--- src/rtl/host_tx_port.sv ---
// host_tx_port
//   Wishbone B3 classic slave that carries CPU-written words back to the host.
//   A TXDATA write queues {data, byte selects} in a word FIFO. A serializer
//   drains the FIFO and emits the selected bytes LSB-first on a valid/ready
//   byte stream that feeds the UART transmitter.
//
// Ports
//   clk_i, rst_ni      clock, asynchronous active-low reset
//   wb_adr_i[2]        register select: 0 = TXDATA, 1 = STATUS
//   wb_dat_i/wb_dat_o  write / read data (read data is 0 while ack is low)
//   wb_sel_i           byte lane selects (TXDATA: which bytes get sent)
//   wb_we_i, wb_cyc_i, wb_stb_i, wb_ack_o   classic single-cycle handshake
//   tx_data_o, tx_valid_o, tx_ready_i       byte stream to the UART
//   tx_busy_o          FIFO non-empty or serializer mid-word
//
// STATUS layout: [7:0] level, [8] full, [9] empty, [10] overflow,
//   [11] serializer busy. Writing 1 to bit 10 clears overflow.
module host_tx_port #(
    parameter int FIFO_DEPTH = 4,
    parameter int ADDR_W     = 2
) (
    input  logic        clk_i,
    input  logic        rst_ni,
    input  logic [31:0] wb_adr_i,
    input  logic [31:0] wb_dat_i,
    output logic [31:0] wb_dat_o,
    input  logic [3:0]  wb_sel_i,
    input  logic        wb_we_i,
    input  logic        wb_cyc_i,
    input  logic        wb_stb_i,
    output logic        wb_ack_o,
    output logic [7:0]  tx_data_o,
    output logic        tx_valid_o,
    input  logic        tx_ready_i,
    output logic        tx_busy_o
);

    localparam logic [ADDR_W:0] DEPTH_L = FIFO_DEPTH[ADDR_W:0];

    typedef enum logic {IDLE, SEND} state_t;

    state_t            state, state_next;
    logic [31:0]       mem_data [FIFO_DEPTH];
    logic [3:0]        mem_sel  [FIFO_DEPTH];
    logic [ADDR_W-1:0] wr_ptr, rd_ptr;
    logic [ADDR_W:0]   level;
    logic              overflow;
    logic [31:0]       shift_word;
    logic [3:0]        lane_mask;
    logic [1:0]        idx;

    logic        req, sel_status, full, empty, push, pop, drop;
    logic        lane_on, step, ser_busy, clr_ovf;
    logic [7:0]  level_byte;
    logic [31:0] status_word;
    logic        unused_adr;

    assign unused_adr = ^{wb_adr_i[31:3], wb_adr_i[1:0]};

    // A request is only taken while ack is low, so a held strobe is
    // serviced every other cycle.
    assign req        = wb_cyc_i & wb_stb_i & ~wb_ack_o;
    assign sel_status = wb_adr_i[2];
    assign full       = (level == DEPTH_L);
    assign empty      = (level == '0);
    assign ser_busy   = (state != IDLE);

    // Full is judged before any same-edge pop, so a write to a full FIFO is
    // dropped even when the serializer frees a slot on that edge.
    assign push    = req & wb_we_i & ~sel_status & (|wb_sel_i) & ~full;
    assign drop    = req & wb_we_i & ~sel_status & (|wb_sel_i) & full;
    assign clr_ovf = req & wb_we_i & sel_status & wb_dat_i[10];
    assign pop     = (state == IDLE) & ~empty;

    assign lane_on = lane_mask[idx];
    // A skipped lane costs one cycle; a selected lane waits for ready.
    assign step    = (state == SEND) & (~lane_on | tx_ready_i);

    assign level_byte  = 8'(level);
    assign status_word = {20'd0, ser_busy, overflow, empty, full, level_byte};
    assign tx_busy_o   = ~empty | ser_busy;

    // FIFO storage carries data only, so it is left out of reset.
    always_ff @(posedge clk_i) begin
        if (push) begin
            mem_data[wr_ptr] <= wb_dat_i;
            mem_sel[wr_ptr]  <= wb_sel_i;
        end
        if (pop) begin
            shift_word <= mem_data[rd_ptr];
        end
    end

    always_ff @(posedge clk_i or negedge rst_ni) begin
        if (!rst_ni) begin
            wr_ptr   <= '0;
            rd_ptr   <= '0;
            level    <= '0;
            overflow <= 1'b0;
            wb_ack_o <= 1'b0;
            wb_dat_o <= '0;
        end else begin
            wb_ack_o <= req;
            wb_dat_o <= (req & ~wb_we_i & sel_status) ? status_word : 32'd0;
            if (push) wr_ptr <= wr_ptr + 1'b1;
            if (pop)  rd_ptr <= rd_ptr + 1'b1;
            case ({push, pop})
                2'b10:   level <= level + 1'b1;
                2'b01:   level <= level - 1'b1;
                default: level <= level;
            endcase
            if (drop)         overflow <= 1'b1;
            else if (clr_ovf) overflow <= 1'b0;
        end
    end

    // Serializer state register
    always_ff @(posedge clk_i or negedge rst_ni) begin
        if (!rst_ni) begin
            state     <= IDLE;
            idx       <= 2'd0;
            lane_mask <= 4'd0;
        end else begin
            state <= state_next;
            if (pop) begin
                idx       <= 2'd0;
                lane_mask <= mem_sel[rd_ptr];
            end else if (step) begin
                idx <= idx + 2'd1;
            end
        end
    end

    // Serializer next state
    always_comb begin
        state_next = state;
        case (state)
            IDLE:    if (pop) state_next = SEND;
            SEND:    if (step && idx == 2'd3) state_next = IDLE;
            default: state_next = IDLE;
        endcase
    end

    // Serializer outputs; data is forced to 0 whenever no byte is offered.
    always_comb begin
        tx_valid_o = 1'b0;
        tx_data_o  = 8'd0;
        if (state == SEND && lane_on) begin
            tx_valid_o = 1'b1;
            tx_data_o  = shift_word[{idx, 3'b000} +: 8];
        end
    end

endmodule

--- config.mk ---
export PLATFORM = sky130hd
export DESIGN_NAME = host_tx_port
export DESIGN_NICKNAME = d
export VERILOG_FILES = /design/src/rtl/host_tx_port.sv
export SDC_FILE = /design/constraint.sdc
export NUM_CORES = 1
export LEC_CHECK = 0
export CELL_PAD_IN_SITES_DETAIL_PLACEMENT = 1
export CELL_PAD_IN_SITES_GLOBAL_PLACEMENT = 2
export CORE_UTILIZATION = 23
export CTS_CLUSTER_SIZE = 30
export DETAILED_ROUTE_END_ITERATION = 12
export PLACE_DENSITY = 0.52
export SYNTH_ARGS = -nofsm -noshare
export SYNTH_HDL_FRONTEND = slang
export SYNTH_SLANG_ARGS = --single-unit
--- constraint.sdc ---
create_clock -name clk_i -period 6.7 [get_ports clk_i]
set_input_delay 0.67 -clock clk_i [delete_from_list [all_inputs] [get_ports clk_i]]
set_output_delay 0.67 -clock clk_i [all_outputs]
set_load 0.05 [all_outputs]
==> run summary <==
CP cell instances -> inv_1 > nand2_1 > nand3_1 > nor2b_1 > clkdlybuf4s50_1
Sequential area share after synthesis -> 76.1%
Filler cells -> 3360
Final Max Slew Viols -> 0
Die area -> 34200 um2
Tot Pwr -> 3720 uW
Post-synth ARST share -> 11.6%
Hold Path Depth -> 1
Pwr Density -> 398 nW/um2
Final Setup Violations -> 0
Leakage -> 0.00304 uW
Worst Setup End Kind -> output port
Worst skew pair latency -> 0.43 ns
Clock transition at the registers of the reported paths -> 0.07 ns
Worst hold path type -> flip-flop to flip-flop
Hold buffers post-CTS -> 0
Global-route wire length before repair -> 23400 um
Root Driver -> clkbuf_16
Post-synthesis register bit count -> 199
Die W -> 185 um
Max IR drop VDD -> 0.184 mV
MaxCap Viol Count -> 0
Die Height -> 185 um
Share of layout cells above drive strength 1 -> 21.2%
Detailed placer's ending HPWL -> 8860 um
Post-CTS Setup Inserts -> 0
DRC violations left -> 0
Vias -> 3458
Fin area -> 9340 um2
Dpl cell area -> 8730 um2
RSZ-0062 raised after global routing -> no
Synth cell types -> 38
Vias per cell -> 3.90
Initial Utilization -> 23.5%
Min Clock Period, post-route -> 4.13 ns
Io pins -> 117
Final Util -> 28.5%
Post-synthesis cell count -> 361
Total GRT Usage -> 9.60%
# nets final -> 512
Crit start category -> flip-flop
Reg2reg path depth -> 4
Worst Skew -> 0.00999 ns
Total gr overflow -> 0
Remaining antenna violation count -> 0
CTS tree -> yes
Post-synthesis instance area -> 7700 um2
Relative slew margins -> 22.5%
Initial antenna violation count -> 2
Wirelength per Cell -> 17.3 um
Most common flop cell mapped by yosys -> edfxtp_1
Number of flops mapped to enable cells by yosys -> 176
Via count of the first global-routing pass -> 3786
Num CTS Buffers -> 17
Routability cong. -> 0.691
CTS H-tree depth -> 4
Largest net degree at the start of global routing -> 41
Most frequent cells in the layout -> 176 x edfxtp_1, 60 x clkdlybuf4s50_1, 44 x mux4_2, 25 x conb_1, 22 x dfrtp_1
Sum of negative setup slack -> 0 ns
CP max stage delay -> 0.91 ns
CP Class -> flip-flop to output port
CTS max path bufs -> 2
Most common cell after layout, fill and taps aside -> edfxtp_1
Worst-Margin Slew -> 1.16 ns
Crit-path slowest cell -> dfrtp_1
Period utilization -> 61.6%
Cts repair resizes -> 0
Layout area overhead -> 21.2%
1st-pass router iterations -> 4
Fin Hold WS -> 0.475 ns
Core Footprint -> 32800 um2
Post-synthesis area per instance -> 21.3 um2
Yosys Warn Count -> 0
Max Clk Rate -> 242 MHz
Status -> finished, final reports clean
DR iter-0 viols -> 246
Final hold vios -> 0
Port Buffer Count -> 60
FP Rows -> 66
Req. time, crit path -> 6.03 ns
Crit path DAT -> 3.46 ns
DRT Wirelength -> 15300 um
# clock sinks -> 199
Crit-path max FO -> 14
[power by group]
part | internal (uW) | switching, uW
logic | 461 | 625
clock network | 536 | 495
registers | 1510 | 91.5
total | 2510 | 1210
[final timing paths]
check | endpoint | slack, ns | from
max in group asynchronous | rd_ptr[0]$_DFFE_PN0P_ | 5.12 | rst_ni
worst max-delay path | tx_data_o[1] | 2.57 | idx[0]$_DFFE_PN0P_
min in group asynchronous | wb_ack_o$_DFF_PN0_ | 0.83 | rst_ni
worst max register to register | mem_data[1][18]$_DFFE_PP_ | 4.24 | level[0]$_DFFE_PN0P_
worst min register to register | wb_dat_o[10]$_DFF_PN0_ | 0.48 | overflow$_DFFE_PN0P_
worst min-delay path | wb_dat_o[10]$_DFF_PN0_ | 0.48 | overflow$_DFFE_PN0P_
[cells in the mapped netlist, types with 2 or more instances]
cell type	number	share of area, %
xnor2_1	3	0.34
mux4_2	44	13
nor2_1	5	0.24
mux2i_1	3	0.39
o31ai_1	2	0.19
buf_1	3	0.15
nand3_1	6	0.39
nor3_1	2	0.13
xor2_1	3	0.34
buf_4	30	2.9
nand2_1	5	0.24
ha_1	6	0.97
mux2_2	4	0.58
edfxtp_1	176	69
dfrtp_1	23	7.5
nor2b_1	8	0.65
and2_1	4	0.32
buf_2	2	0.13
inv_1	10	0.49
and2_2	4	0.39
[worst max-delay path: cells and delay by family (launching register included)]
| kind | cells | cell delay [ns] |
|---|---|---|
| DFF | 1 | 0.91 |
| buffers and inverters | 2 | 1.06 |
| and+or+nand+nor | 3 | 1.05 |
[state kept, by name, indices dropped and copies added, names as in the netlist]
register / count
idx: 2
lane_mask: 4
level: 3
mem_data: 128
mem_sel: 16
overflow: 1
rd_ptr: 2
ser_busy: 1
shift_word: 32
wb_ack_o: 1
wb_dat_o: 7
wr_ptr: 2
[per-stage QoR]
step	instances	setup slack, ns
floorplan	385	3.89
global placement	854	2.88
detailed placement	854	2.87
CTS	886	2.38
global route	886	2.21
finish	887	2.57
[logic make-up (layout without fill, tap and decap cells)]
kind of cell               Yosys count  after routing  synth area share [%]
and+or+nand+nor                     44             44                  3.65
adders and majority gates            7              7                  1.23
buffers and inverters               46            105                  3.74
xor gates and xnor gates             6              6                 0.682
muxes                               52             52                  14.0
DFF                                199            199                  76.1
other                                1             26                0.0487
AOI/OAI and AO/OA                    6              6                 0.536
[layout make-up]
type / instances / area [um2] / share of cell area, %
Clock buffer: 17 / 425 / 4.56
Timing Repair Buffer: 63 / 623 / 6.67
Tap cell: 442 / 553 / 5.92
Multi-Input combinational cell: 140 / 1650 / 17.7
Sequential cell: 199 / 5860 / 62.8
Inverter: 10 / 37.5 / 0.402
Clock inverter: 15 / 183 / 1.96
Antenna cell: 1 / 2.50 / 0.0268
[metal layers]
layer | part of all wire, % | track usage, % | wire length, um
met1 | 43 | 11.6 | 6600
met4 | 1.4 | 3.57 | 211
met5 | 0.11 | 0 | 17
met3 | 5.0 | 2.77 | 763
met2 | 50 | 16.1 | 7730
Note: power is estimated with default switching activity, not from simulation.
